[config.mk]
export PLATFORM = sky130hd
export DESIGN_NAME = jtframe_ram_arb
export DESIGN_NICKNAME = d
export VERILOG_FILES = /design/src/rtl/jtframe_ram_arb.sv
export SDC_FILE = /design/constraint.sdc
export NUM_CORES = 1
export LEC_CHECK = 0
export BUFFER_PORTS_ARGS = -buffer_cell sky130_fd_sc_hd__buf_2
export CORE_UTILIZATION = 47
export CTS_CLUSTER_SIZE = 40
export DETAILED_ROUTE_END_ITERATION = 8
export MAX_ROUTING_LAYER = met4
export PLACE_DENSITY_LB_ADDON = 0.15
export SKIP_LAST_GASP = 1
export SLEW_MARGIN = 10
export SYNTH_ARGS = -nofsm -noshare
export SYNTH_HDL_FRONTEND = slang
export SYNTH_SLANG_ARGS = --single-unit
[constraint.sdc]
create_clock -name clk -period 2.7 [get_ports clk]
set_input_delay 0.54 -clock clk [delete_from_list [all_inputs] [get_ports clk]]
set_output_delay 0.54 -clock clk [all_outputs]
set_load 0.03 [all_outputs]
[src/rtl/jtframe_ram_arb.sv]
// Round-robin arbiter sharing one jtframe RAM port among N req/ack requesters.
// Define JTFRAME_RAMARB_CLR_EN to add the zero-fill sweep (CLEAR, busy, clr).
module jtframe_ram_arb #(
   parameter int DW = 8,
   parameter int AW = 10,
   parameter int N  = 3
) (
   input  logic            clk,
   input  logic            rst_n,
   input  logic [N-1:0]    req,
   input  logic [N-1:0]    we,
   input  logic [N*AW-1:0] addr,
   input  logic [N*DW-1:0] din,
   output logic [N-1:0]    ack,
   output logic [DW-1:0]   dout,
   output logic            busy,
   input  logic            clr,
   output logic [AW-1:0]   ram_addr,
   output logic [DW-1:0]   ram_data,
   output logic            ram_we,
   output logic            ram_en,
   input  logic [DW-1:0]   ram_q
);
   localparam int GW = (N > 1) ? $clog2(N) : 1;

   typedef enum logic [2:0] {
      IDLE, ISSUE, WAIT, DONE, CLEAR
   } state_t;

`ifdef JTFRAME_RAMARB_CLR_EN
   localparam state_t RST_ST = CLEAR;
   logic          r_busy;
`else
   localparam state_t RST_ST = IDLE;
   logic          w_unused;
`endif

   state_t        r_state;
   logic [GW-1:0] r_ptr;
   logic [GW-1:0] r_gnt;
   logic [N-1:0]  r_ack;
   logic [DW-1:0] r_dout;
   logic [AW-1:0] r_addr;
   logic [DW-1:0] r_data;
   logic          r_we;
   logic          r_en;

   logic          w_any;
   logic [GW-1:0] w_sel;
   logic [GW-1:0] w_idx;

   // Scan downward so the nearest set bit after r_ptr wins.
   always_comb begin
      w_any = 1'b0;
      w_sel = r_ptr;
      w_idx = '0;
      for (int k = N; k >= 1; k--) begin
         w_idx = GW'((int'(r_ptr) + k) % N);
         if (req[w_idx]) begin
            w_any = 1'b1;
            w_sel = w_idx;
         end
      end
   end

   always_ff @(posedge clk or negedge rst_n) begin
      if (!rst_n) begin
         r_state <= RST_ST;
         r_ptr   <= GW'(N-1);
         r_gnt   <= '0;
         r_ack   <= '0;
         r_dout  <= '0;
         r_addr  <= '0;
         r_data  <= '0;
         r_we    <= 1'b0;
         r_en    <= 1'b0;
`ifdef JTFRAME_RAMARB_CLR_EN
         r_busy  <= 1'b0;
`endif
      end else begin
         unique case (r_state)
            IDLE: begin
`ifdef JTFRAME_RAMARB_CLR_EN
               if (clr) begin
                  r_state <= CLEAR;
                  r_busy  <= 1'b1;
                  r_en    <= 1'b1;
                  r_we    <= 1'b1;
                  r_addr  <= '0;
                  r_data  <= '0;
               end else
`endif
               if (w_any) begin
                  r_addr  <= addr[int'(w_sel)*AW +: AW];
                  r_data  <= din[int'(w_sel)*DW +: DW];
                  r_we    <= we[w_sel];
                  r_en    <= 1'b1;
                  r_gnt   <= w_sel;
                  r_ptr   <= w_sel;
                  r_state <= ISSUE;
               end
            end
            ISSUE: begin
               r_en    <= 1'b0;
               r_we    <= 1'b0;
               r_state <= WAIT;
            end
            WAIT: begin
               r_dout  <= ram_q;
               r_ack   <= N'(1) << r_gnt;
               r_state <= DONE;
            end
            DONE: begin
               r_ack   <= '0;
               r_state <= IDLE;
            end
            CLEAR: begin
`ifdef JTFRAME_RAMARB_CLR_EN
               // First cycle after reset arms the sweep.
               if (!r_busy) begin
                  r_busy <= 1'b1;
                  r_en   <= 1'b1;
                  r_we   <= 1'b1;
                  r_addr <= '0;
                  r_data <= '0;
               end else if (&r_addr) begin
                  r_busy  <= 1'b0;
                  r_en    <= 1'b0;
                  r_we    <= 1'b0;
                  r_state <= IDLE;
               end else begin
                  r_addr <= r_addr + 1'b1;
               end
`else
               r_state <= IDLE;
`endif
            end
            default: r_state <= IDLE;
         endcase
      end
   end

`ifdef JTFRAME_RAMARB_CLR_EN
   assign busy = r_busy;
`else
   assign busy     = 1'b0;
   assign w_unused = clr;
`endif

   assign ack      = r_ack;
   assign dout     = r_dout;
   assign ram_addr = r_addr;
   assign ram_data = r_data;
   assign ram_we   = r_we;
   assign ram_en   = r_en;

endmodule

==> impl_metrics.env <==
export IMPL_clock_skew_ns=0.00384
export IMPL_final_setup_viol_count=0
export IMPL_io_pins=103
export IMPL_rr_startpoint="r_ptr[1]"
export IMPL_grt_pass1_wl_mm=8.46
export IMPL_avgSynthCellArea_um2=10.2
export IMPL_internal_power_w=0.00212
export IMPL_numCtsBuffers=5
export IMPL_num_vias=1947
export IMPL_max_freq_ghz=0.408
export IMPL_min_path_type="input port to asynchronous set/reset pin"
export IMPL_grt_ovfl_total=0
export IMPL_reg2reg_depth=8
export IMPL_coreArea_um2=4410
export IMPL_yosys_top_cells_area="dfrtp_1 40%, mux2i_1 9.1%, o211ai_2 5.7%, ha_1 5.1%, nand3_1 4.6%"
export IMPL_crit_required_ns=2.87
export IMPL_ys_async_sr_fraction_pct=100
export IMPL_drv_cap=0
export IMPL_preCtsSetupSlack_ns=0.168
export IMPL_crit_fanout=19
export IMPL_num_antenna_cells=0
export IMPL_switchingPower_w=0.00194
export IMPL_powerDensity_nw_per_um2=1420
export IMPL_synth_top_cell_area_share_pct=39.9
export IMPL_initialDrtViolationCount=95
export IMPL_grt_start_max_net_pins=37
export IMPL_drt_vias_per_instance=5.29
export IMPL_r2r_end="ram_data[4]"
export IMPL_final_cell_mix="100 x buf_2, 35 x dfrtp_1, 26 x nand2_1"
export IMPL_switching_share_pct=47.7
export IMPL_port_buffers=100
export IMPL_yosys_area_top_type="dfrtp_1"
export IMPL_syn_inst=214
export IMPL_syn_area_um2=2190
export IMPL_antenna_found_initial=0
export IMPL_rrSetupSlack_ns=0.25
export IMPL_leakage_nw=1.47
export IMPL_report_final_slew_viol_count=0
export IMPL_synth_top_flop_cell="dfrtp_1"
export IMPL_ctsHtreeMaxLevel=2
export IMPL_wl_per_cell_um=14.0
export IMPL_cts_setup_buffers=0
export IMPL_rsz0062_at_grt="no"
export IMPL_relSlewSlack_pct=45.2
export IMPL_fin_crit_ns=2.45
export IMPL_die_y_um=70.3
export IMPL_initial_utilization_pct=49.7
export IMPL_status="completed"
export IMPL_worstSkewPairLatency_ns=0.28
export IMPL_slowest_stage="dfstp_2"
export IMPL_cts_tree="built"
export IMPL_ir_drop_mv=0.700
export IMPL_synth_seq_cells=36
export IMPL_fp_row_count=24
export IMPL_hold_viol_final=0
export IMPL_max_slew_worst_pin_slew_ns=0.823
export IMPL_ys_types=45
export IMPL_cts_num_sinks=36
export IMPL_final_nets=395
export IMPL_drt_first_pass_iters=4
export IMPL_yosysWarningCount=0
export IMPL_die_width_um=70.3
export IMPL_track_usage_pct=22.2
export IMPL_path_class="register to register"
export IMPL_postRouteAntennaNets=0
export IMPL_drc=0
export IMPL_timing_final_crit_share_pct=90.7
export IMPL_clk_pin_slew_ns=0.08
export IMPL_cts_root_buf="clkbuf_8"
export IMPL_start_kind="register"
export IMPL_clkPwrFrac_pct=11.7
export IMPL_synthesis_nets=294
export IMPL_crit_chain="inv_1 -> ha_2 -> inv_2 -> nor4b_1 -> nor3_2 -> nand2_4 -> mux2i_1 -> o211ai_2"
export IMPL_finalSetupTns_ns=0
export IMPL_dp_hpwl_mm=3.89
export IMPL_worstPathArrival_ns=2.62
export IMPL_layout_area_overhead_vs_synth_pct=30.4
export IMPL_die_area_um2=4940
export IMPL_cts_path_max_buffers=2
export IMPL_seqPwrFrac_pct=23.7
export IMPL_drive_above_1_share_pct=45.6
export IMPL_crit_path_end_kind="register"
export IMPL_gp_congestion=0.840
export IMPL_power_frac_comb_pct=64.6
export IMPL_critPathMaxStageDelay_ns=0.56
export IMPL_grt_pass1_vias=1897
export IMPL_n_fill_cell=384
export IMPL_final_common_cell="buf_2"
export IMPL_fin_ws_ns=0.252
export IMPL_synth_edf_count=0
export IMPL_drt_total_wl_mm=5.15
export IMPL_ys_seq_area_share_pct=41.1
cell type report:
cell class                      count  area, µm²  area share [%]
Clock inverter                      3       42.5            1.49
Multi-Input combinational cell    157       1170            40.9
Sequential cell                    36        902            31.5
Inverter                            7       26.3           0.919
Timing Repair Buffer              108        586            20.5
Clock buffer                        5       68.8            2.41
Tap cell                           52       65.1            2.27
metal layers:
| layer | track usage [%] | part of all wire, % | vias up |
|---|---|---|---|
| met5 | - | 0 | - |
| li1 | - | - | 961 |
| met1 | 27.4 | 44 | 899 |
| met4 | 6.89 | 1.5 | 0 |
| met2 | 36.3 | 50 | 79 |
| met3 | 4.76 | 4.8 | 8 |
worst max-delay path, delay by kind of cell (launching register included):
kind / cells / cell delay [ns]
AO/OA/AOI/OAI: 1 / 0.11
buffers and inverters: 2 / 0.15
multiplexers: 1 / 0.29
flip-flops: 1 / 0.56
adder cells (fa/ha/maj): 1 / 0.43
AND/OR/NAND/NOR: 3 / 0.79
through the flow:
step	total power (W)	hold slack [ns]	area, µm²	cells	util [%]
after CTS	0.00409	0.376	2860	368	64.7
after detailed placement	0.00361	0.468	2750	360	62.2
final	0.00406	0.346	2860	368	64.8
after global placement	0.00356	0.464	2750	360	62.2
after global routing	0.00436	0.409	2860	368	64.8
after floorplan	0.00296	0.244	2190	214	-
cells in the mapped netlist (all sizes together), types with 2 or more instances:
cell type	instances
mux2	9
nor2b	3
a21oi	6
nand2b	7
nor2	8
o211ai	19
nand2	27
dfrtp	35
buf	13
o22ai	2
o21ai	8
mux2i	21
nand3	20
inv	7
ha	9
cell families after synthesis:
family          count (synthesis)  share of synthesized area, %
mux                            30                          14.9
other cells                     1                         0.171
compound gates                 44                          16.5
buf+inv                        21                          5.65
simple gates                   73                          16.5
flops                          36                          41.1
fa+ha+maj                       9                          5.13
power by group through the flow:
stage          sequential [W]  combinational (W)  clock (W)
2_1_floorplan         0.00141            0.00155          0
3_3_place_gp         0.000965            0.00259          0
3_5_place_dp         0.000973            0.00263          0
4_1_cts              0.000967            0.00263   0.000489
5_1_grt               0.00100            0.00285   0.000509
6_report             0.000964            0.00262   0.000475
sequential cells by signal, indices dropped and copies added, names as in the netlist, 2 cells and up:
signal    cells
r_state       2
dout          8
r_ptr         2
ram_data      8
ram_addr     10
ack           3
timing repair:
action	in CTS	in global routing
endpoints found under the hold margin	0	0
hold buffers	0	0
setup endpoints to repair	0	18
resized for setup	0	1
worst max-delay path by stage:
stage / start / endpoint / slack, ns / cells after the start
finish: r_ptr[1] / ram_data[4] / 0.25 / 8
global route: r_ptr[1] / ram_data[4] / 0.04 / 8
CTS: r_ptr[1] / ram_data[4] / 0.15 / 8
detailed placement: r_ptr[1] / ram_data[4] / 0.17 / 8
global placement: r_ptr[1] / ram_data[4] / 0.24 / 8
floorplan: r_ptr[1] / ram_addr[9] / 0.41 / 10
(Power assumes the default switching activity.)
